`src/rtl/mips_div_unit.sv`:
```
// mips_div_unit: multi-cycle radix-2 restoring divider for MIPS DIV/DIVU
//   clk           in   clock, rising edge
//   resetn        in   asynchronous active-low reset
//   a, b          in   dividend / divisor, sampled on an accepted start
//   div_signed    in   1 = signed DIV, 0 = DIVU, sampled with a/b
//   start         in   request pulse, accepted in IDLE when cancel is low
//   cancel        in   aborts an operation in CALC or FIX
//   busy          out  high whenever not IDLE
//   result_valid  out  one-cycle pulse presenting hi/lo/div_by_zero
//   hi, lo        out  remainder / quotient, held until the next result
//   div_by_zero   out  set when the last result came from a zero divisor
module mips_div_unit #(
    parameter int                DATA_W  = 32,
    parameter logic [DATA_W-1:0] DIV0_LO = '1
) (
    input  logic              clk,
    input  logic              resetn,
    input  logic [DATA_W-1:0] a,
    input  logic [DATA_W-1:0] b,
    input  logic              div_signed,
    input  logic              start,
    input  logic              cancel,
    output logic              busy,
    output logic              result_valid,
    output logic [DATA_W-1:0] hi,
    output logic [DATA_W-1:0] lo,
    output logic              div_by_zero
);
    localparam int CW = $clog2(DATA_W);
    typedef enum logic [1:0] {IDLE, CALC, FIX, DONE} state_t;
    state_t state, state_nx;
    logic [CW-1:0] cnt;
    logic [DATA_W-1:0] rem, quo, dvs, abs_a, abs_b;
    logic [DATA_W:0] sh, df;
    logic sign_q, sign_r, take, go;
    assign go = state == IDLE && start && !cancel;
    assign abs_a = (div_signed && a[DATA_W-1]) ? -a : a;
    assign abs_b = (div_signed && b[DATA_W-1]) ? -b : b;
    assign sh = {rem, quo[DATA_W-1]};
    // sh < 2*dvs, so the borrow bit of the trial subtraction is exactly sh < dvs
    assign df = sh - {1'b0, dvs};
    assign take = ~df[DATA_W];
    assign busy = state != IDLE;
    assign result_valid = state == DONE;
    always_comb begin
        state_nx = state;
        case (state)
            IDLE:    state_nx = go ? ((b == '0) ? DONE : CALC) : IDLE;
            CALC:    state_nx = cancel ? IDLE : (cnt == CW'(DATA_W - 1)) ? FIX : CALC;
            FIX:     state_nx = cancel ? IDLE : DONE;
            default: state_nx = IDLE;
        endcase
    end
    always_ff @(posedge clk or negedge resetn) begin
        if (!resetn) state <= IDLE;
        else state <= state_nx;
    end
    always_ff @(posedge clk or negedge resetn) begin
        if (!resetn) begin
            cnt         <= '0;
            rem         <= '0;
            quo         <= '0;
            dvs         <= '0;
            sign_q      <= 1'b0;
            sign_r      <= 1'b0;
            hi          <= '0;
            lo          <= '0;
            div_by_zero <= 1'b0;
        end else begin
            if (go && b == '0) begin
                lo          <= DIV0_LO;
                hi          <= a;
                div_by_zero <= 1'b1;
            end else if (go) begin
                rem    <= '0;
                quo    <= abs_a;
                dvs    <= abs_b;
                cnt    <= '0;
                sign_q <= div_signed & (a[DATA_W-1] ^ b[DATA_W-1]);
                sign_r <= div_signed & a[DATA_W-1];
            end
            if (state == CALC) begin
                rem <= take ? df[DATA_W-1:0] : sh[DATA_W-1:0];
                quo <= {quo[DATA_W-2:0], take};
                cnt <= cnt + CW'(1);
            end
            if (state == FIX && !cancel) begin
                lo          <= sign_q ? -quo : quo;
                hi          <= sign_r ? -rem : rem;
                div_by_zero <= 1'b0;
            end
        end
    end
endmodule

```
`config.mk`:
```
export PLATFORM = sky130hd
export DESIGN_NAME = mips_div_unit
export DESIGN_NICKNAME = d
export VERILOG_FILES = /design/src/rtl/mips_div_unit.sv
export SDC_FILE = /design/constraint.sdc
export NUM_CORES = 1
export LEC_CHECK = 0
export ABC_CLOCK_PERIOD_IN_PS = 10400
export CORE_ASPECT_RATIO = 1.5
export CORE_MARGIN = 5
export CORE_UTILIZATION = 35
export DETAILED_ROUTE_END_ITERATION = 6
export SLEW_MARGIN = 20
export SYNTH_ARGS = -nofsm -noshare
export SYNTH_HDL_FRONTEND = slang
export SYNTH_SLANG_ARGS = --single-unit
export TNS_END_PERCENT = 1
```
`constraint.sdc`:
```
create_clock -name clk -period 10.4 [get_ports clk]
set_clock_uncertainty 0.2 [all_clocks]
set_input_delay 2.08 -clock clk [delete_from_list [all_inputs] [get_ports clk]]
set_output_delay 2.08 -clock clk [all_outputs]
set_load 0.01 [all_outputs]
```
==> summary.txt <==
Outcome
  – Outcome: completed

Critical path
  – Sum of buffers and inverters on the critical path: 3
  – Most used cell along the critical path: sky130_fd_sc_hd__buf_4
  – Required time of the critical path: 10.56 ns
  – Cells along the critical path: clkdlybuf4s50_1, or4_1, nor3_1, nand4b_1, nor3_2, a21oi_4, buf_4, nor2_4, buf_4, a22oi_1, o21ai_0
  – Arrival time at the worst endpoint: 5.98 ns
  – Register-to-register setup slack: 6.12 ns
  – Type of origin of the critical path: primary input
  – Worst path depth: 11
  – Gate family responsible for the most delay along the worst path: simple AND/OR/NAND/NOR gates
  – Worst stage delay on the critical path: 0.62 ns
  – Max FO, Critical Path: 46
  – Worst reg-to-reg path cell count: 11
  – Path type of the worst setup path: in2reg
  – Worst Setup End Kind: flop
  – Master of the slowest instance on the critical path: sky130_fd_sc_hd__or4_1

STA
  – Total Negative Setup Slacks: 0 ns
  – Tightest Pin Transition: 1.133 ns
  – Setup WS post-layout: 4.581 ns
  – Number of slew-limit violations in the final report: 0
  – Part of the cycle the worst path needs: 0.5596
  – Fin crit period: 5.819 ns
  – Final hold slack: 0.2741 ns
  – Number of setup violations in the final report: 0
  – Final hold violation count: 0
  – Unrepaired setup endpoints after global routing: no
  – Fmax: 171.8 MHz
  – Worst max-slew margin expressed relative to the limit: 0.2444

Yosys
  – Count of flip-flops with a built-in enable after synthesis: 0
  – Sequential area share after synthesis: 0.3731
  – Count of cell types in the netlist: 69
  – Synthesis-stage register bit count: 170
  – Asr flop ratio synth: 1.000
  – Synthesized area: 11,400 um2
  – Synth Warn #: 0
  – Mean area per synthesized cell: 8.779 um2
  – Post-Syn Nets: 1,407
  – Post-synthesis instance total: 1,299
  – Most used flip-flop cell after synthesis: sky130_fd_sc_hd__dfrtp_1

Global route
  – Via count of the first global-routing pass: 9,677
  – Pin count of the biggest net entering global routing: 98
  – Global-route wire length before repair: 50,470 um
  – Number of antenna violations at the first check in global routing: 0
  – GRT Util Overall: 0.1730
  – Remaining global-route overflow: 0

Finish
  – Relative area change from synthesis to final layout: 19.42%
  – Multi-input gate area in the final layout: 6631 um2
  – Footprint of the flip-flops and latches: 4254 um2
  – Fillers: 3,240
  – Share of cells above drive strength 1: 0.05440
  – Layout net count: 1,493
  – Commonest cells after routing, fill and taps aside: sky130_fd_sc_hd__dfrtp_1 (170), sky130_fd_sc_hd__nand2_1 (135), sky130_fd_sc_hd__clkdlybuf4s50_1 (134), sky130_fd_sc_hd__o21ai_0 (110), sky130_fd_sc_hd__o21ai_1 (85)
  – Number of inserted diodes: 0
  – Most common library cell in the layout ignoring fill and taps: sky130_fd_sc_hd__dfrtp_1
  – Post-route cell area: 13,620 um2

CTS
  – Clock transition at the register clock pins on the worst setup and hold paths after CTS: 0.07 ns
  – Number of buffers inserted for hold repair after clock tree synthesis: 0
  – Post-CTS sizing: 0
  – Sinks on the clock net: 170
  – Clock root buffer: sky130_fd_sc_hd__clkbuf_16
  – Clock H-tree levels: 4
  – Clock tree from TritonCTS: yes
  – Clk Latency, worst-skew pair: 0.45 ns
  – Num CTS Buffers: 17
  – Maximum buffer depth of the clock tree: 2
  – Post-CTS setup repair buffer count: 0

Floorplan
  – Starting density of the core: 0.3516
  – Die Span X: 157.4 um
  – Vert. Die Dim: 231.1 um
  – Placeable core area: 32,430 um2
  – Number of top-level pins: 136
  – Die area: 36,370 um2
  – Core Rows: 81

Route
  – Length of the first detailed-routing pass in iterations: 5
  – Final Routed Wirelength: 31,390 um
  – Drt initial violations: 501
  – DR vias/cell: 5.365
  – WL per Instance: 17.32 um
  – # DRC: 0
  – Count of nets left with antenna violations after detail routing: 0
  – Total number of vias: 9,722

Placement
  – Global placement routability congestion: 0.8498
  – Pre-CTS worst setup slack: 4.080 ns
  – Placed inst area: 13,040 um2
  – I/O Buffers: 135
  – HPWL Detailed: 23,580 um

Pwr
  – Total power after layout: 0.002922 W
  – Power Dens Cells: 214.6 nW/um2
  – Static leakage: 5.454 nW
  – Maximum vdd drop: 0.1281 mV

Hold path
  – Hold Path Class: reg2reg
  – Cell depth of the worst min-delay path: 1

Flow run
  – Max_cap viols: 0
-- final cells by class --
cell class                      instances  share of cell area
Clock buffer                           22             0.03629
Clock inverter                          9            0.006523
Inverter                               54             0.01488
Multi-Input combinational cell        997              0.4870
Sequential cell                       170              0.3124
Tap cell                              415             0.03813
Timing Repair Buffer                  145              0.1048
-- synthesized netlist by cell type, drive strengths merged (3+ instances only) --
cell,instances,share of area
nor4,7,0.0038
clkbuf,55,0.018
o41ai,21,0.018
a221o,18,0.016
and2,7,0.0038
mux2i,42,0.037
o211ai,5,0.0033
buf,23,0.012
a32oi,11,0.0084
xnor2,64,0.049
nand2,135,0.044
ha,38,0.042
a211oi,9,0.0059
o21a,4,0.0026
dfrtp,170,0.37
nand3b,4,0.0026
a31oi,19,0.010
nor3,20,0.0092
xor2,82,0.063
a22oi,12,0.0079
nand4,11,0.0060
o21ai,196,0.086
a21boi,4,0.0026
o21bai,3,0.0020
nor2b,15,0.0082
inv,54,0.018
or2,6,0.0033
or4,20,0.015
o311ai,6,0.0046
or3,19,0.013
nand3,23,0.010
a21oi,59,0.026
a21o,8,0.0053
o31ai,32,0.022
nand2b,9,0.0049
nor2,63,0.021
-- metrics by stage --
| stage | cells | utilization |
|---|---|---|
| global placement | 1781 | 0.4019 |
| floorplan | 1299 | - |
| finish | 1812 | 0.4199 |
| detailed placement | 1781 | 0.4019 |
| CTS | 1812 | 0.4199 |
| global route | 1812 | 0.4199 |
-- registers in the layout, summed over array words and instances, names as in the netlist --
name,count
quo,32
rem,32
sign_q,1
sign_r,1
lo,32
hi,32
state,2
div_by_zero,1
dvs,32
cnt,5
-- metal layers --
metal | wire (um) | part of all wire | up-vias | global-route usage
met5 | 0 | 0 | - | 0
met4 | 634 | 0.020 | 0 | 0.06134
met3 | 1354 | 0.043 | 38 | 0.02802
met2 | 16550 | 0.53 | 207 | 0.3185
met1 | 12850 | 0.41 | 4594 | 0.1999
li1 | - | - | 4883 | -
-- path summary, 6_finish.rpt --
path | from | to
worst max-delay path | b[2] | quo[20]
max in group asynchronous | resetn | dvs[25]
worst min register to register | cnt[3] | cnt[3]
min in group asynchronous | resetn | lo[5]
worst min-delay path | cnt[3] | cnt[3]
worst max register to register | quo[31] | rem[1]
-- power by group --
group          switching (W)  internal (W)
logic               0.000732      0.000582
clock network       0.000271      0.000360
registers           0.000184      0.000793
total                0.00119       0.00174
-- cell families (layout without fill, tap and decap cells) --
group	Yosys count	after routing	share of synthesized area
flops	170	170	0.3731
compound gates	422	422	0.2339
buf+inv	132	230	0.04795
mux	42	42	0.03687
simple gates	348	348	0.1526
xor+xnor	146	146	0.1121
fa+ha+maj	39	39	0.04345
No activity file was read; power rests on OpenSTA's default activity.
